==> src/rtl/mem_wb_stage.sv <==
// mem_wb_stage: data memory access (MEM) and MEM/WB pipeline register.
// Drives register-file write-back and exports MEM-stage dest for hazards.
//
// Ports:
//   clk, rst      rising-edge clock, async active-high reset
//   freeze        hold MEM/WB register, suppress memory write
//   wbEn_in       instruction writes a register
//   memREn_in     load
//   memWEn_in     store
//   aluRes_in     ALU result / effective byte address
//   valRm_in      store data
//   dest_in       destination register
//   memDest       dest_in passthrough (hazard unit)
//   memWbEn       wbEn_in passthrough (hazard unit)
//   wbValue       write-back data
//   wbDest        write-back register index
//   wbEn          write-back enable
//   memErr        sticky out-of-range access flag
//
// Optional: define DMEM_RESET_CLEAR_EN to clear data memory on rst.

module mem_wb_stage #(
   parameter int unsigned DMEM_DEPTH = 64,
   parameter logic [31:0] DMEM_BASE  = 32'd1024
) (
   input  logic        clk,
   input  logic        rst,
   input  logic        freeze,
   input  logic        wbEn_in,
   input  logic        memREn_in,
   input  logic        memWEn_in,
   input  logic [31:0] aluRes_in,
   input  logic [31:0] valRm_in,
   input  logic [3:0]  dest_in,
   output logic [3:0]  memDest,
   output logic        memWbEn,
   output logic [31:0] wbValue,
   output logic [3:0]  wbDest,
   output logic        wbEn,
   output logic        memErr
);

   localparam int IDX_W =
      (DMEM_DEPTH > 1) ? $clog2(DMEM_DEPTH) : 1;

   typedef struct packed {
      logic        wbEn;
      logic        memREn;
      logic [31:0] aluRes;
      logic [31:0] memData;
      logic [3:0]  dest;
   } memWb_t;

   logic [31:0]      mem [DMEM_DEPTH];
   logic [31:0]      offset;
   logic [29:0]      wordIdx;
   logic [IDX_W-1:0] memIdx;
   logic             inRange;
   logic             access;
   logic             doWrite;
   logic [31:0]      memData;
   memWb_t           wbReg;

   // Wrapping subtraction: addresses below the base give a huge
   // index, but the explicit base compare rejects them anyway.
   assign offset  = aluRes_in - DMEM_BASE;
   assign wordIdx = 30'(offset >> 2);
   assign memIdx  = wordIdx[IDX_W-1:0];
   assign inRange = (aluRes_in >= DMEM_BASE)
                 && (wordIdx < 30'(DMEM_DEPTH));

   assign access  = memREn_in | memWEn_in;
   assign doWrite = memWEn_in & ~freeze & inRange;

   // Read is combinational, so a simultaneous read+write
   // naturally returns the pre-write word.
   assign memData = inRange ? mem[memIdx] : '0;

`ifdef DMEM_RESET_CLEAR_EN
   always_ff @(posedge clk or posedge rst) begin
      if (rst) begin
         for (int i = 0; i < int'(DMEM_DEPTH); i++) begin
            mem[i] <= '0;
         end
      end else if (doWrite) begin
         mem[memIdx] <= valRm_in;
      end
   end
`else
   // Contents persist across reset; a store coinciding
   // with rst is still dropped.
   always_ff @(posedge clk) begin
      if (!rst && doWrite) begin
         mem[memIdx] <= valRm_in;
      end
   end
`endif

   always_ff @(posedge clk or posedge rst) begin
      if (rst) begin
         wbReg <= '0;
      end else if (!freeze) begin
         wbReg.wbEn    <= wbEn_in;
         wbReg.memREn  <= memREn_in;
         wbReg.aluRes  <= aluRes_in;
         wbReg.memData <= memData;
         wbReg.dest    <= dest_in;
      end
   end

   always_ff @(posedge clk or posedge rst) begin
      if (rst) begin
         memErr <= 1'b0;
      end else if (access && !freeze && !inRange) begin
         memErr <= 1'b1;
      end
   end

   assign wbValue = wbReg.memREn ? wbReg.memData
                                 : wbReg.aluRes;
   assign wbDest  = wbReg.dest;
   assign wbEn    = wbReg.wbEn;

   assign memDest = dest_in;
   assign memWbEn = wbEn_in;

endmodule

==> config.mk <==
export PLATFORM = sky130hd
export DESIGN_NAME = mem_wb_stage
export DESIGN_NICKNAME = d
export VERILOG_FILES = /design/src/rtl/mem_wb_stage.sv
export SDC_FILE = /design/constraint.sdc
export NUM_CORES = 2
export LEC_CHECK = 0
export ABC_AREA = 1
export CORE_MARGIN = 5
export CORE_UTILIZATION = 40
export DETAILED_ROUTE_END_ITERATION = 8
export GPL_TIMING_DRIVEN = 0
export PLACE_DENSITY = 0.55
export SLEW_MARGIN = 10
export SYNTH_ARGS = -nofsm -noshare
export SYNTH_HDL_FRONTEND = slang
export SYNTH_SLANG_ARGS = --single-unit
==> constraint.sdc <==
create_clock -name clk -period 2.9 [get_ports clk]
set_clock_uncertainty 0.15 [all_clocks]
set_input_delay 0.29 -clock clk [delete_from_list [all_inputs] [get_ports clk]]
set_output_delay 0.29 -clock clk [all_outputs]
set_load 0.02 [all_outputs]
Yosys cells after proc, flatten, opt, wreduce, memory -nomap -nowiden
Memory sizes are Yosys's and may differ from the RTL's.
Cells that the tools add are included.
- output and inout port bits: 43
- memory bits (writable): 2048
- register bits after elaboration: 71
- word-level logic and storage cells: 25
- memories kept: 1
- order comparisons: 2
- add/subtract/negate cells: 1
- multiplexer cells: 4
- bitwise logic cells: 4
- reduce and logical (&&, ||, !) cells: 7
- memory list (memory ; depth ; width ; read ports ; clocked after Yosys merged registers in ; write ports ; RTL line ; text):
    mem ; 64 ; 32 ; 1 ; 0 ; 1 ; 54 ; logic [31:0] mem [DMEM_DEPTH];
- operator list (operator ; count):
    $mux W32 ; 2
    $ge A32 B11 Y1 const B ; 1
    $sub A32 B11 Y32 const B ; 1
    $lt A30 B7 Y1 const B ; 1
    $logic_and A1 B1 Y1 ; 4
    $logic_not A1 Y1 ; 3
    $and A1 B1 Y1 ; 2
    $mux W1 ; 2
    $not A1 Y1 ; 1
    $or A1 B1 Y1 ; 1

Depth between registers and ports, before layout
- word-level depth: 7
- gate-level depth with buffers: 18

Worst setup path after synthesis
No wires, ideal clock.
- path kind: input -> register
- start: input aluRes_in[11]
- end: memory mem[0][0], enable pin
- data required time: 2.329 ns
- slack: -0.532 ns
- data arrival time: 2.861 ns
- cell stages on the path: 12
- setup time: 0.421 ns
- cell sequence: nor2_1 nand2_1 nor2_4 nand2_1 nand2_1 nand2_1 nor2_1 nand3_1 nor2_4 nand2_4 buf_6 nor2_1
- longest elaborated chain between the ends: 7
- elaborated cells on any way between the ends: 8
- those cells by class: add/sub (1); order compare (2); mux (2); bitwise (1); reduce/logical (2)
- ends and longest elaborated chain (element ; RTL line ; text):
    from (decl) ; 32 ; input logic [31:0] aluRes_in,
    $sub A32 B11 Y32 ; 66 ; assign offset = aluRes_in - DMEM_BASE;
    $lt A30 B7 Y1 ; 70 ; && (wordIdx < 30'(DMEM_DEPTH));
    $logic_and A1 B1 Y1 (*) ; 70 ;
    $and A1 B1 Y1 (*) ; 73 ; assign doWrite = memWEn_in & ~freeze & inRange;
    $logic_and A1 B1 Y1 (*) ; 93 ; if (!rst && doWrite) begin
    $mux W1 (*) ; 93 ;
    $mux W1 (not written as such) (*) ; 94 ; mem[memIdx] <= valRm_in;
    to (decl) ; 54 ;
Mark *: on every way between the ends. The rest lies on a longest branch, timed or not.

Worst setup path in the final report
- start: input aluRes_in[2]
- end: register wbReg[30] (netlist name)
- longest elaborated chain between the ends: 4
- elaborated cells on any way between the ends: 6
- those cells by class: add/sub (1); order compare (2); mux (1); reduce/logical (1); memory (1)
- ends and longest elaborated chain (element ; RTL line ; text):
    $sub A32 B11 Y32 ; 66 ;
    $lt A30 B7 Y1 ; 70 ;
    $logic_and A1 B1 Y1 ; 70 ;
    $mux W32 (*) ; 77 ; assign memData = inRange ? mem[memIdx] : '0;
    to (decl) ; 62 ; memWb_t wbReg;
Marks and branches as above.
A chain may end at the register's enable or synchronous reset.

==> PnR_summary.wiki <==
{| class="wikitable"
! Metric !! Value
|-
| Status || finished, violations left
|-
| Violations in the final reports || setup timing
|-
| Unique cell type count in the Yosys netlist || 27
|-
| Remaining max-slew budget at the tightest pin || 0.259
|-
| Internal power contribution || 50.8 mW
|-
| FF-to-FF path depth || 14
|-
| Minimum setup slack after placement || -1760 ps
|-
| Worst Max-Slew Pin Slew || 1110 ps
|-
| Vias || 62700
|-
| Endpoint of the worst hold path || mem[25][26]$_DFFE_PP_
|-
| Maximum clock frequency || 327 MHz
|-
| Final Cycle Share || 1.05
|-
| Largest vdd supply drop || 0.649 mV
|-
| Number of ports placed on the die boundary || 117
|-
| Worst R2R Start || mem[56][29]$_DFFE_PP_
|-
| Endpoint arrival time on the critical path || 3690 ps
|-
| # rows || 171
|-
| Required time worst endpoint || 3540 ps
|-
| Seq pwr share || 0.507
|-
| Detail-routed via count per cell || 5.45
|-
| Mean instance size in the synthesized netlist || 11.1 um2
|-
| Worst reg2reg path endpoint || wbReg[33]$_DFFE_PP0N_
|-
| Via count of the first global-routing pass || 58600
|-
| Crit Path Class || in -> reg
|-
| Final RePlAce weighted congestion || 0.920
|-
| Number of input and output port buffers inserted || 114
|-
| Maximum buffer depth of the clock tree || 3
|-
| Clock tree from TritonCTS || built
|-
| Final antenna-violating net count || 0
|-
| Hold WC Path Type || in -> reg
|-
| Largest net degree at the start of global routing || 65
|-
| FILL cells || 19400
|-
| Post-detailed-route DRC marker count || 0
|-
| Number of storage elements in the synthesis netlist || 2119
|-
| CTS Root Buffer Type || clkbuf_16
|-
| Power density of the placed cells || 639 nW/um2
|-
| Max-slew violations || 0
|-
| Critical path endpoint category || register
|-
| Cell Area, Synth || 86900 um2
|-
| Initial antenna violation count || 24
|-
| Smallest setup slack after layout || -154 ps
|-
| Synth Warn # || 0
|-
| DPL Wire Length || 217000 um
|-
| Num CTS Buffers || 220
|-
| Number of detailed-route iterations in the first pass || 7
|-
| Logic pwr share || 0.069
|-
| Clock period minus final worst setup slack || 3050 ps
|-
| Fraction of layout instances using a drive strength above 1 || 0.105
|-
| Post-synthesis share of cell area spent on and, or, nand and nor gates || 0.206
|-
| Proportion of total power due to net switching || 0.234
|-
| Die boundary width || 476 um
|-
| Clock transition at the registers of the reported paths || 60 ps
|-
| Static Leak || 40.0 nW
|-
| Total global-route track usage || 0.274
|-
| P_sw || 15.5 mW
|-
| Hold Worst Slack || 75.3 ps
|-
| Complex-gate fraction of the synthesized area || 0.0221
|-
| CORE AREA || 217000 um2
|-
| Post-Synth XOR/XNOR Area || 0
|-
| Critical hold path startpoint || valRm_in[26]
|-
| Number of instances in the synthesized netlist || 7855
|-
| Largest fanout on the critical path || 10
|-
| H-tree depth || 4
|-
| Mux contribution to synthesized area || 0
|-
| Area growth, synth to finish || 19.3%
|-
| Skew-Pair Late Insertion Delay || 880 ps
|-
| Wire length of the first global-routing pass || 443000 um
|-
| Starting utilization of the core area || 0.401
|-
| Largest family of logic cells by synthesized area || simple AND/OR/NAND/NOR gates
|-
| Net Count, Synth || 7929
|-
| Average wire length per cell after detail routing || 27.8 um
|-
| Die outline area || 227000 um2
|-
| Total Wirelength || 319000 um
|-
| Final #Nets || 8549
|-
| Final-report hold violation count || 0
|-
| Die height || 476 um
|-
| Adder-cell share of the synthesized area || 0
|-
| Worst setup SP type || input port
|-
| Setup slack on the worst flop-to-flop path || 390 ps
|-
| Final count of negative-setup-slack endpoints || 29
|-
| Worst Hold Path Cells || 2
|-
| Count of clock tree sinks || 2119
|-
| Congestion Overflow GR || 0
|-
| Share of total power in the clock network || 0.424
|-
| 1st-iter DRT viols || 9685
|-
| Portion of the post-synthesis area used by sequential elements || 0.728
|-
| Max_cap viols || 0
|}
==> area by class of cell <==
type	count	area [um2]	area share
clock inverters	123	1150	0.0111
inverters	493	1860	0.0179
well taps	2854	3570	0.0344
plain buffers	418	2050	0.0198
repair buffers	401	5460	0.0527
multi-input cells	4822	20400	0.197
clock buffers	276	5910	0.0569
diodes	3	7.51	0.0000724
flip-flops and latches	2119	63300	0.610
==> layer usage <==
metal	vias up	wire length [um]	track usage
met5	-	13	0
met4	2	15500	0.115
li1	27500	-	-
met2	3731	140000	0.414
met1	30800	128000	0.385
met3	682	36500	0.0586
==> state kept, by name, indices dropped and copies added, names as in the netlist <==
| signal | flops |
|---|---|
| mem | 2048 |
| wbReg | 65 |
| wbDest | 4 |
| memErr | 1 |
| wbEn | 1 |
==> Yosys cell counts <==
| cell type | number | area share |
|---|---|---|
| a21oi_1 | 34 | 0.0020 |
| and2_1 | 1 | 0.000072 |
| buf_1 | 54 | 0.0023 |
| buf_2 | 155 | 0.0089 |
| buf_4 | 40 | 0.0035 |
| buf_6 | 6 | 0.00078 |
| clkbuf_1 | 166 | 0.0072 |
| clkinv_1 | 2 | 0.000086 |
| dfrtp_1 | 71 | 0.020 |
| edfxtp_1 | 2048 | 0.71 |
| inv_1 | 487 | 0.021 |
| inv_2 | 4 | 0.00017 |
| nand2_1 | 2931 | 0.13 |
| nand2_4 | 1 | 0.00013 |
| nand3_1 | 566 | 0.033 |
| nand3b_1 | 37 | 0.0032 |
| nand4_1 | 115 | 0.0083 |
| nor2_1 | 772 | 0.033 |
| nor2_2 | 5 | 0.00036 |
| nor2_4 | 2 | 0.00026 |
| nor3_1 | 14 | 0.00081 |
| o211ai_1 | 14 | 0.0012 |
| o21ai_0 | 314 | 0.018 |
| o21ai_1 | 1 | 0.000058 |
| o21bai_1 | 2 | 0.00017 |
| o22ai_1 | 9 | 0.00065 |
| or2_2 | 4 | 0.00029 |
==> power groups by stage <==
stage	Combinational [mW]	Clock [mW]	Sequential, mW
floorplan	1.83	0	34.3
global placement	4.20	0	34.4
detailed placement	4.35	0	34.3
CTS	4.43	28.3	33.6
global route	4.77	29.6	33.6
finish	4.55	28.1	33.6
==> stage by stage <==
stage / area (um2) / instances / util / setup TNS (ps) / total power, mW
3_3_place_gp: 91600 / 10800 / 0.423 / -9598080 / 38.6
4_1_cts: 103000 / 11500 / 0.477 / -254 / 66.4
5_1_grt: 104000 / 11500 / 0.479 / -41.7 / 68.0
3_5_place_dp: 94400 / 10900 / 0.436 / -2238290 / 38.6
2_1_floorplan: 86900 / 7855 / - / -1072970 / 36.1
6_report: 104000 / 11500 / 0.479 / -829 / 66.3
==> what timing repair did <==
item / 4_1_cts / 5_1_grt
gates resized for setup: 92 / 54
cloned: 0 / 0
hold buffers: 63 / 0
hold endpoints to repair: 1707 / 0
setup endpoints to repair: 1615 / 252
pin swaps: 51 / 12
buffers inserted: 83 / 34
==> cell usage in the layout, fill, tap and decap left out, types with 30 or more instances in the layout <==
cell	synthesis	final
nand2_1	2931	2929
edfxtp_1	2048	2048
nor2_1	772	691
nand3_1	566	566
inv_1	487	485
o21ai_0	314	314
clkbuf_16	0	228
clkbuf_1	166	176
buf_2	155	162
buf_4	40	143
nand4_1	115	115
buf_12	0	115
nor2_4	2	73
dfrtp_1	71	71
dlygate4sd3_1	0	63
clkinv_1	2	54
clkdlybuf4s50_1	0	52
buf_1	54	40
nand3b_1	37	37
buf_16	0	35
clkinv_2	0	34
a21oi_1	34	34
clkbuf_2	0	33
dlygate4sd2_1	0	30
==> worst max-delay path: stages <==
cell	delay, ps
buf_4	300
buf_2	390
buf_2	550
buf_2	500
nand2_1	90
nand3_1	100
nand4_1	350
a21oi_1	270
nand3_1	220
nor2_1	340
nand2_1	150
nand2_1	80
==> worst max-delay path by stage <==
stage                                  endpoint  depth (start not counted)  slack, ps          start
final                     wbReg[30]$_DFFE_PP0N_                         12       -150   aluRes_in[2]
after global routing      wbReg[30]$_DFFE_PP0N_                         12        -30   aluRes_in[2]
after CTS                 mem[21][17]$_DFFE_PP_                         14        -30  aluRes_in[26]
after detailed placement  mem[51][24]$_DFFE_PP_                          8      -1760   aluRes_in[7]
after global placement    mem[49][16]$_DFFE_PP_                          7      -4480   aluRes_in[6]
after floorplan             mem[0][0]$_DFFE_PP_                         12       -530  aluRes_in[11]
==> cell families after synthesis <==
logic type,count (synthesis)
buffers and inverters,914
and+or+nand+nor,4448
AOI/OAI and AO/OA,374
DFF,2119
(Power assumes the default switching activity.)
